$ cat src/rtl/sync_fifo_pkg.sv
// Sizing helpers and default geometry shared by the FIFO controller and its RAM.
package sync_fifo_pkg;

    localparam int DEF_DATA_WIDTH = 4;
    localparam int DEF_ADDR_DEPTH = 128;

    // Bits needed to represent value (clogb2(7) = 3, clogb2(127) = 7).
    function automatic int clogb2(input int value);
        int bits;
        bits = 0;
        for (int i = 0; i < 31; i++) begin
            if ((value >> i) > 0) bits = i + 1;
        end
        return bits;
    endfunction

    localparam int DEF_AW = clogb2(DEF_ADDR_DEPTH - 1);
    localparam int DEF_CW = DEF_AW + 1;

endpackage

$ cat src/rtl/sync_fifo_ctrl.sv
// FIFO controller in front of a simple dual-port RAM: pointers, occupancy,
// registered flags, error pulses and a valid-qualified read stream.
module sync_fifo_ctrl
    import sync_fifo_pkg::*;
#(
    parameter int P_DATA_WIDTH = DEF_DATA_WIDTH,
    parameter int P_ADDR_DEPTH = DEF_ADDR_DEPTH,
    parameter int P_AFULL      = P_ADDR_DEPTH - 2,
    parameter int P_AEMPTY     = 2,
    localparam int AW          = clogb2(P_ADDR_DEPTH - 1),
    localparam int CW          = AW + 1
) (
    input  logic                    i_clk,
    input  logic                    i_rst,
    input  logic                    i_wr_en,
    input  logic [P_DATA_WIDTH-1:0] i_wr_data,
    input  logic                    i_rd_en,
    output logic [P_DATA_WIDTH-1:0] o_rd_data,
    output logic                    o_rd_valid,
    output logic                    o_full,
    output logic                    o_empty,
    output logic                    o_almost_full,
    output logic                    o_almost_empty,
    output logic [AW:0]             o_data_cnt,
    output logic                    o_overflow,
    output logic                    o_underflow,
    output logic                    o_ram_ena,
    output logic                    o_ram_enb,
    output logic [AW-1:0]           o_ram_waddr,
    output logic [AW-1:0]           o_ram_raddr,
    output logic [P_DATA_WIDTH-1:0] o_ram_wdata,
    input  logic [P_DATA_WIDTH-1:0] i_ram_rdata
);

    localparam logic [CW-1:0] DEPTH_C  = CW'(P_ADDR_DEPTH);
    localparam logic [CW-1:0] AFULL_C  = CW'(P_AFULL);
    localparam logic [CW-1:0] AEMPTY_C = CW'(P_AEMPTY);

    logic [AW:0]   wptr_q;
    logic [AW:0]   rptr_q;
    logic [CW-1:0] cnt_q;
    logic [CW-1:0] cnt_next;
    logic          full_q;
    logic          empty_q;
    logic          afull_q;
    logic          aempty_q;
    logic          rd_valid_q;
    logic          overflow_q;
    logic          underflow_q;
    logic          push_ok;
    logic          pop_ok;

    // Gating with i_rst keeps the RAM idle for as long as reset is held,
    // including the first edge when the flags are not yet initialised.
    assign push_ok = i_rst & i_wr_en & ~full_q;
    assign pop_ok  = i_rst & i_rd_en & ~empty_q;

    assign o_ram_ena   = push_ok;
    assign o_ram_waddr = wptr_q[AW-1:0];
    assign o_ram_wdata = i_wr_data;
    assign o_ram_enb   = pop_ok;
    assign o_ram_raddr = rptr_q[AW-1:0];

    always_comb begin
        cnt_next = cnt_q;
        case ({push_ok, pop_ok})
            2'b10:   cnt_next = cnt_q + CW'(1);
            2'b01:   cnt_next = cnt_q - CW'(1);
            default: cnt_next = cnt_q;
        endcase
    end

    always_ff @(posedge i_clk) begin
        if (!i_rst) begin
            wptr_q      <= '0;
            rptr_q      <= '0;
            cnt_q       <= '0;
            full_q      <= 1'b0;
            empty_q     <= 1'b1;
            afull_q     <= 1'b0;
            aempty_q    <= 1'b1;
            rd_valid_q  <= 1'b0;
            overflow_q  <= 1'b0;
            underflow_q <= 1'b0;
        end else begin
            if (push_ok) wptr_q <= wptr_q + (AW+1)'(1);
            if (pop_ok)  rptr_q <= rptr_q + (AW+1)'(1);
            cnt_q       <= cnt_next;
            full_q      <= (cnt_next == DEPTH_C);
            empty_q     <= (cnt_next == '0);
            afull_q     <= (cnt_next >= AFULL_C);
            aempty_q    <= (cnt_next <= AEMPTY_C);
            // RAM read data arrives one cycle after the accepted pop.
            rd_valid_q  <= pop_ok;
            overflow_q  <= i_wr_en & full_q;
            underflow_q <= i_rd_en & empty_q;
        end
    end

    assign o_rd_data      = i_ram_rdata;
    assign o_rd_valid     = rd_valid_q;
    assign o_full         = full_q;
    assign o_empty        = empty_q;
    assign o_almost_full  = afull_q;
    assign o_almost_empty = aempty_q;
    assign o_data_cnt     = cnt_q;
    assign o_overflow     = overflow_q;
    assign o_underflow    = underflow_q;

endmodule

$ cat config.mk
export PLATFORM = sky130hd
export DESIGN_NAME = sync_fifo_ctrl
export DESIGN_NICKNAME = d
export VERILOG_FILES = /design/src/rtl/sync_fifo_pkg.sv /design/src/rtl/sync_fifo_ctrl.sv
export SDC_FILE = /design/constraint.sdc
export NUM_CORES = 1
export LEC_CHECK = 0
export ABC_AREA = 0
export BUFFER_PORTS_ARGS = -buffer_cell sky130_fd_sc_hd__buf_2
export CAP_MARGIN = 15
export CORE_ASPECT_RATIO = 1.5
export CORE_UTILIZATION = 45
export CTS_CLUSTER_SIZE = 12
export DETAILED_ROUTE_END_ITERATION = 10
export PLACE_DENSITY = 0.82
export SLEW_MARGIN = 30
export SYNTH_ARGS = -nofsm -noshare
export SYNTH_HDL_FRONTEND = slang
export SYNTH_SLANG_ARGS = --single-unit
export TNS_END_PERCENT = 10
$ cat constraint.sdc
create_clock -name i_clk -period 2.8 [get_ports i_clk]
set_input_delay 0.42 -clock i_clk [delete_from_list [all_inputs] [get_ports i_clk]]
set_output_delay 0.42 -clock i_clk [all_outputs]
set_load 0.1 [all_outputs]
Word-level counts from Yosys, hierarchy flattened
Cells that the tools add are included.
Widths: inputs -> output; s select.
{"block": "word_totals", "register_bits": 31, "input_bits": 12, "output_inout_bits": 39, "wordCells": 29}
{"block": "classes", "add_sub_neg": 4, "n_lt_le_gt_ge": 2, "n_eq_ne": 3, "muxes": 1, "n_bitwise": 8, "reduce_logical": 1}
{"cell": "$add 8x1->8 const B", "count": 3}
{"cell": "$pmux 8 s2", "count": 1}
{"cell": "$eq 8x8->1 const B", "count": 1}
{"cell": "$ge 8x7->1 const B", "count": 1}
{"cell": "$le 8x2->1 const B", "count": 1}
{"cell": "$logic_not 8->1", "count": 1}
{"cell": "$sub 8x1->8 const B", "count": 1}
{"cell": "$and 1x1->1", "count": 6}
{"cell": "$eq 2x1->1 const B", "count": 1}
{"cell": "$eq 2x2->1 const B", "count": 1}
{"cell": "$not 1->1", "count": 2}

Longest topological paths before layout
Gate-level depths: netlist (run 1).
{"block": "logic_depth", "ltp_word": 5, "depth_mapped": 11, "ltp_nobuf": 11}

Worst setup path before layout (run 1)
Ideal clock, no wire load.
{"block": "synth_path", "path_kind": "reg2reg", "startpoint": "register empty_q, in the netlist o_empty", "endpoint": "register afull_q, in the netlist o_almost_full", "setup_ps": 136, "t_arrival_ps": 3749, "t_required_ps": 2664, "path_slack_ps": -1085, "path_stages_with_launch": 10, "n_path_buf": 0, "synth_period_minus_slack_ps": 3885, "cell_sequence": "dfxtp_1 nor2_2 ha_1 ha_1 or2_2 o311a_1 o21ai_2 mux2i_2 xor2_1 o32ai_1"}
{"block": "synth_via", "elab_chain_len": 5, "word_cells_on_any_way": 6, "cone_classes": "order compare: 1; eq/ne: 2; mux: 1; bitwise: 2"}
{"element": "start, declared", "line_no": "sync_fifo_ctrl.sv:44", "rtl": "logic empty_q;"}
{"element": "start signal, assigned", "line_no": "sync_fifo_ctrl.sv:90", "rtl": "empty_q <= (cnt_next == '0);"}
{"element": "$not 1->1 *", "line_no": "sync_fifo_ctrl.sv:56", "rtl": "assign pop_ok = i_rst & i_rd_en & ~empty_q;"}
{"element": "$and 1x1->1 *", "line_no": "sync_fifo_ctrl.sv:56"}
{"element": "net o_ram_enb", "line_no": "sync_fifo_ctrl.sv:28", "rtl": "output logic o_ram_enb,"}
{"element": "$eq 2x1->1 or $eq 2x2->1 (tied branches)", "line_no": "sync_fifo_ctrl.sv:66", "rtl": "case ({push_ok, pop_ok})"}
{"element": "$pmux 8 s2 *", "line_no": "sync_fifo_ctrl.sv:66"}
{"element": "$ge 8x7->1 *", "line_no": "sync_fifo_ctrl.sv:91", "rtl": "afull_q <= (cnt_next >= AFULL_C);"}
{"element": "end signal, assigned", "line_no": "sync_fifo_ctrl.sv:91"}
{"element": "end, declared", "line_no": "sync_fifo_ctrl.sv:45", "rtl": "logic afull_q;"}
Mark *: on every way through the listed nets, which the timed path passes. The rest lies on a longest branch.
A chain may end at the register's enable or synchronous reset.

Final worst setup path (run 1)
{"block": "layout_path", "startpoint": "input i_rst", "endpoint": "register afull_q, in the netlist o_almost_full"}
{"block": "layout_via", "elab_chain_len": 5, "word_cells_on_any_way": 8, "cone_classes": "order compare: 1; eq/ne: 2; mux: 1; bitwise: 4"}
{"element": "start, declared", "line_no": "sync_fifo_ctrl.sv:14", "rtl": "input logic i_rst,"}
{"element": "$and 1x1->1, on equally long branches (2 in series)", "line_no": "sync_fifo_ctrl.sv:56, sync_fifo_ctrl.sv:55"}
{"element": "$eq 2x1->1 or $eq 2x2->1 (tied branches)", "line_no": "sync_fifo_ctrl.sv:66"}
{"element": "$pmux 8 s2", "line_no": "sync_fifo_ctrl.sv:66"}
{"element": "$ge 8x7->1", "line_no": "sync_fifo_ctrl.sv:91"}
Several ways; a longest one is shown, not always the timed one.

==> metrics.md, run 1 <==
| Metric | Value |
|---|---|
| Status | `completed` |
| CP endpoint kind | `flop` |
| Routability Congestion | `approximately 0.87` |
| PD cells | `~630 mW/mm^2` |
| Top post-synthesis cells by area | `dfxtp_1 37%, ha_1 7.2%, xor2_1 5.1%` |
| Register area share after synthesis | `37.4%` |
| H-tree levels | `2` |
| WHS Endpoint | `o_overflow` |
| Chip Height | `74.0 microns` |
| Max_slew headroom | `67.2%` |
| Final setup violation count | `0` |
| Drt wl/cell | `approximately 14 microns` |
| Clk pin slew, worst setup/hold paths | `60 ps` |
| DRC viols | `0` |
| Critical Path RT | `2950 ps` |
| Worst Hold Class | `input pin to flop` |
| Warnings from Yosys | `0` |
| Pleak | `between 0.8 and 0.9 nW` |
| Post-synth top flop | `dfxtp_1` |
| Post-route ant nets | `0` |
| Fin util | `58.4%` |
| Via/cell ratio | `roughly 5.5` |
| Syn Area/Cell | `~8.9 sq um` |
| Final Hold Fails | `0` |
| Yosys cell types | `48` |
| I/O Pins | `a little over 50` |
| Die ar. | `approximately 0.0037 sq mm` |
| Area of placed instances | `0.00180 sq mm` |
| Port Buffers | `34` |
| RSZ-0062 raised after global routing | `no` |
| Max Freq | `between 400 and 500 MHz` |
| Footprint of the multi-input gates | `941 sq um` |
| R2r worst-path depth | `10` |
| Period utilisation layout | `87.4%` |
| Number of core rows | `25` |
| Total track usage | `20.1%` |
| Non-filler cells, final | `250` |
| Hold Path Cell Cnt | `2` |
| P&R area growth vs syn | `21.2%` |
| Clock insertion delay at the later pin of the skew report | `between 200 and 300 ps` |
| Register bit total from synthesis | `29` |
| Worst slew pin tran | `495 ps` |
| Clock Path Buffers | `2` |
| Post-Syn Instances | `175` |
| Hold_sp | `i_wr_en` |
| Register area | `approximately 590 sq um` |
| Final net count | `231` |
| Post-synth net total | `197` |
| Min Tclk post-route | `2450 ps` |
| Post-Syn Area | `~0.0016 sq mm` |
| Post-route setup TNS | `0 ps` |
| # Max-Cap Violations | `0` |
| Overall power | `0.00119 W` |
| Most frequent cells after synthesis | `29 x dfxtp_1, 17 x nand2_1, 17 x nor2_1` |
| DP Cell Count | `242` |
| First-pass GRT wire length | `about 5600 microns` |
| Crit Reg-Reg Startpoint | `o_full` |
| Die W | `50.0 microns` |
| Total number of vias | `1365` |
| Setup CP Type | `input pin to flop` |
| Post-DP HPWL | `2480 microns` |
| Top-count cell post-synth | `dfxtp_1` |
| Clock skew | `6.67 ps` |
| Yosys top cell area share | `roughly 37%` |
| CTS tree | `yes` |
| Post-route cell area | `0.00188 sq mm` |
| Core footprint | `0.00322 sq mm` |
| GRT overflow | `0` |
| Final slew viol count | `0` |
| Initial antenna violation count | `0` |
| Worst vdd ir | `approximately 0.50 mV` |
| Startpoint Class | `input pin` |
| Hold Buf Count CTS | `0` |
| Vias in the first global route | `between 1000 and 1500` |
| Router iterations before antenna repair | `4` |
| Clock sink total | `29` |
| Share of cells above drive strength 1 | `31.4%` |
| Fillers | `294` |
| Root Driver | `clkbuf_8` |
| Share of flip-flops with an asynchronous set or reset | `0%` |
| Worst Path Max Fanout | `9` |
| RR Endpoint | `o_almost_full` |
| Area leader, netlist | `dfxtp_1` |
| Iter 0 DRT Violations | `14` |
| Post-CTS Setup Inserts | `0` |
| Ant. Diodes | `0` |
| Post-CTS sizing | `0` |
| FF-to-FF setup slack | `410 ps` |
| CP arrival | `2600 ps` |
| Starting Density | `between 40% and 50%` |
| DRT Wirelength | `3400 microns` |
| TritonCTS Buffers | `5` |
| EDFF count, synth | `0` |
| Largest net degree at the start of global routing | `23` |
-- cell type report --
| cell class | count | area share (%) |
|---|---|---|
| clock buffers | 5 | 3.65 |
| clock inverters | 3 | 0.864 |
| inverters | 3 | 0.598 |
| multi-input cells | 131 | 50.0 |
| flip-flops and latches | 29 | 31.2 |
| well taps | 40 | 2.66 |
| repair buffers | 39 | 11.0 |
-- critical path: stages --
cell and delay, ps:
buf_2 160, nand2_2 80, nor2_4 120, inv_2 50
ha_4 210, ha_1 300, a211oi_2 320, o21ai_1 140
o21ai_2 90, mux2i_2 280, xor2_1 320, o32ai_1 120
-- power by group --
| part | switching, W | total (W) | internal (W) |
|---|---|---|---|
| logic | 0.000292 | 0.000392 | 0.000101 |
| clock network | 0.000162 | 0.000334 | 0.000171 |
| registers | 0.0000252 | 0.000462 | 0.000437 |
-- per-stage QoR --
stage | hold slack, ps | setup slack (ps)
6_report | 396 | 352
2_1_floorplan | 566 | -75.2
3_5_place_dp | 450 | 105
4_1_cts | 388 | 362
3_3_place_gp | 448 | 140
5_1_grt | 407 | 235
-- placed cells by master, fill, tap and decap left out, types with 2 or more instances in the layout --
| cell | n |
|---|---|
| nor2b_1 | 4 |
| o21ai_1 | 4 |
| nor4_1 | 3 |
| xnor2_1 | 5 |
| a211o_1 | 2 |
| a21oi_1 | 5 |
| and3_1 | 3 |
| xor2_1 | 9 |
| buf_4 | 5 |
| or3_1 | 3 |
| and4_1 | 2 |
| clkbuf_8 | 5 |
| clkinv_2 | 2 |
| nand2_2 | 2 |
| nand3_1 | 6 |
| dfxtp_4 | 2 |
| nand2_1 | 15 |
| o21ai_0 | 8 |
| nor2_4 | 2 |
| ha_1 | 6 |
| nor2_1 | 17 |
| ha_4 | 3 |
| and2_1 | 2 |
| o31ai_1 | 3 |
| dfxtp_1 | 27 |
| nand4_1 | 3 |
| buf_2 | 34 |
-- how the worst max path moves through the flow --
stage	from	endpoint	slack [ps]
final	i_rst	o_almost_full	350
after CTS	i_rst	o_almost_full	360
after detailed placement	i_rst	o_almost_full	100
after floorplan	i_rst	o_almost_full	-80
after global placement	i_rst	o_almost_full	140
after global routing	i_rst	o_almost_full	240
-- sequential cells by signal, indices dropped and copies added, names as in the netlist --
name / count
o_rd_valid: 1
rptr_q: 7
o_overflow: 1
o_almost_empty: 1
wptr_q: 7
o_data_cnt: 8
o_underflow: 1
o_full: 1
o_empty: 1
o_almost_full: 1
-- cell families (layout without fill, tap and decap cells) --
family / count (synthesis) / count (layout) / share of synthesized area [%]
adders and majority gates: 10 / 10 / 8.53
AOI/OAI and AO/OA: 34 / 34 / 15.1
and+or+nand+nor: 72 / 72 / 24.5
DFF: 29 / 29 / 37.4
muxes: 1 / 1 / 0.885
buffers and inverters: 15 / 50 / 5.80
xor gates and xnor gates: 14 / 14 / 7.89
-- per-layer routing --
metal  global-route usage (%)  wire length (microns)  share of wire, %
met5                        0                      0                 0
met4                     11.4                     76               2.2
met3                     4.29                    143               4.2
met2                     35.1                   1720                51
met1                     22.3                   1460                43
Note: power is estimated with default switching activity, not from simulation.
==> run 2: changes to the inputs <==
RECOVER_POWER = 25   (was default)
==> run 2 against run 1 <==
Compared with the run above:
- register-to-register slack worse by 80 ps
- worst hold slack worse by 9.7 ps
- utilization down 0.78 points
- setup slack worse by 66 ps
- largest cell class unchanged
- highest routed layer unchanged
==> metrics.md, run 2 (same netlist as run 1, synthesis figures left out) <==
| Metric | Value |
|---|---|
| DRC viols | `0 (unchanged)` |
| Number of flip-flops in the largest register | `8 (unchanged)` |
| Port Buffers | `34 (unchanged)` |
| Die ar. | `0.00370 sq mm (unchanged)` |
| R2r worst-path depth | `9 (-1)` |
| Commonest non-fill, non-tap cell in the layout | `buf_2` |
| PD cells | `636 mW/mm^2 (+0.84%)` |
| Final slew viol count | `0 (unchanged)` |
| Non-filler cells, final | `250 (unchanged)` |
| CP endpoint kind | `flop` |
| Ant. Diodes | `0 (unchanged)` |
| Core footprint | `0.00322 sq mm (unchanged)` |
| Most frequent cells in the layout | `34 x buf_2, 29 x dfxtp_1, 18 x nor2_1, 16 x nand2_1, 9 x xor2_1` |
| GRT overflow | `0 (unchanged)` |
| Hold Buf Count CTS | `0 (unchanged)` |
| P_int | `0.000706 W (-0.44%)` |
| Post-CTS sizing | `0 (unchanged)` |
| Worst Hold Class | `input pin to flop` |
| Post-route ant nets | `0 (unchanged)` |
| Final net count | `231 (unchanged)` |
| Final setup violation count | `0 (unchanged)` |
| Setup CP Type | `input pin to flop` |
| Post-route cell area | `0.00186 sq mm (-1.3%)` |
| Post-CTS Setup Inserts | `0 (unchanged)` |
| Pre-CTS setup slack | `105 ps (unchanged)` |
| Clock power frac | `28.2% (about the same)` |
| DP Cell Count | `242 (unchanged)` |
| TritonCTS Buffers | `5 (unchanged)` |
| WL met3 | `148 microns (+3.5%)` |
| RR Endpoint | `o_almost_full` |
| CTS tree | `yes` |
| FF-to-FF setup slack | `330 ps (-80 ps)` |
| Max_slew headroom | `67.2% (about the same)` |
| Chip Height | `74.0 microns (unchanged)` |
| Total number of vias | `1358 (-0.51%)` |
| Clock Path Buffers | `2 (unchanged)` |
| Critical Path RT | `2950 ps (about the same)` |
| Worst vdd ir | `0.486 mV (-1.9%)` |
| Pleak | `0.833 nW (-1.2%)` |
| Clock insertion delay at the later pin of the skew report | `280 ps (about the same)` |
| Clock sink total | `29 (unchanged)` |
| Combinational Power Share | `32.9% (about the same)` |
| Worst Path Max Fanout | `9 (unchanged)` |
| Worst hold slack | `387 ps (-9.74 ps)` |
| Top sig layer | `met4` |
| Drt wl/cell | `13.6 microns (-0.15%)` |
| I/O Pins | `51 (unchanged)` |
| P&R area growth vs syn | `19.6%` |
| Largest net degree at the start of global routing | `23 (unchanged)` |
| Sw Share | `40.3% (about the same)` |
| Hold Path Cell Cnt | `2 (unchanged)` |
| Clk pin slew, worst setup/hold paths | `60 ps (about the same)` |
| P_sw | `0.000476 W (-0.59%)` |
| Startpoint Class | `input pin` |
| Area of placed instances | `0.00180 sq mm (unchanged)` |
| # Max-Cap Violations | `0 (unchanged)` |
| Via/cell ratio | `5.43 (-0.51%)` |
| WHS Endpoint | `o_overflow` |
| RSZ-0062 raised after global routing | `no` |
| Final WS setup | `286 ps (-66.2 ps)` |
| Max Freq | `398 MHz (-2.6%)` |
| Clock skew | `6.40 ps (-0.273 ps)` |
| Period utilisation layout | `89.8% (+2.4 points)` |
| Vias in the first global route | `1278 (unchanged)` |
| DRT Wirelength | `3390 microns (-0.15%)` |
| CP arrival | `2670 ps (+70 ps)` |
| Share of cells above drive strength 1 | `28.6% (-2.9 points)` |
| Met1 WL | `1470 microns (+1.2%)` |
| Seq pwr share | `38.9% (about the same)` |
| Post-DP HPWL | `2480 microns (unchanged)` |
| Routability Congestion | `0.868 (unchanged)` |
| Die W | `50.0 microns (unchanged)` |
| Met2 wire len | `1690 microns (-1.6%)` |
| Crit Reg-Reg Startpoint | `o_empty` |
| First-pass GRT wire length | `5620 microns (unchanged)` |
| Starting Density | `48.2% (unchanged)` |
| Iter 0 DRT Violations | `13 (-1)` |
| Status | `completed` |
| H-tree levels | `2 (unchanged)` |
| Worst slew pin tran | `495 ps (+0.154 ps)` |
| Hold_sp | `i_wr_en` |
| Final Hold Fails | `0 (unchanged)` |
| Router iterations before antenna repair | `4 (unchanged)` |
| Initial antenna violation count | `0 (unchanged)` |
| Min Tclk post-route | `2510 ps (+66.2 ps)` |
| Number of core rows | `25 (unchanged)` |
| Root Driver | `clkbuf_8` |
| Total track usage | `20.1% (unchanged)` |
| Fillers | `300 (+2.0%)` |
==> run 2: power by group through the flow <==
stage / registers (W) / logic (W) / clock network (W)
after floorplan: 0.000637 / 0.000212 / 0
after global placement: 0.000471 / 0.000387 / 0
after detailed placement: 0.000472 / 0.000391 / 0
after CTS: 0.000463 / 0.000392 / 0.000340
after global routing: 0.000465 / 0.000412 / 0.000355
final: 0.000460 / 0.000389 / 0.000333
==> run 2: how the worst max path moves through the flow <==
stage	start	to	slack (ps)	cells after the start
final	i_rst	o_almost_full	290	11
after global routing	i_rst	o_almost_full	160	11
after CTS	i_rst	o_almost_full	360	12
after detailed placement	i_rst	o_almost_full	100	12
after global placement	i_rst	o_almost_full	140	12
after floorplan	i_rst	o_almost_full	-80	11
==> run 2: worst max-delay path, stage by stage <==
cell	delay [ps]
buf_2	150
nand2_2	70
nor2_1	230
ha_4	270
ha_1	260
a211oi_2	310
o21ai_1	140
o21ai_2	90
mux2i_2	280
xor2_1	320
o32ai_1	120
==> run 2: per-stage QoR <==
stage	setup TNS (ps)	utilization, %	power (W)
2_1_floorplan	-179	-	0.000849
3_3_place_gp	0	55.8	0.000858
3_5_place_dp	0	55.8	0.000863
4_1_cts	0	58.4	0.00119
5_1_grt	0	57.7	0.00123
6_report	0	57.7	0.00118
==> run 2: routing by layer <==
layer  vias to the layer above  track usage (%)
li1                        680                -
met1                       637             22.3
met2                        35             35.1
met3                         6             4.29
met4                         0             11.4
met5                         -                0
==> run 2: cell type report <==
| class | count | area (sq um) | share of cell area, % |
|---|---|---|---|
| Sequential cell | 29 | 581 | 31.2 |
| Timing Repair Buffer | 39 | 200 | 10.8 |
| Clock buffer | 5 | 68.8 | 3.70 |
| Clock inverter | 3 | 16.3 | 0.875 |
| Multi-Input combinational cell | 131 | 931 | 50.1 |
| Tap cell | 40 | 50.0 | 2.69 |
| Inverter | 3 | 11.3 | 0.606 |
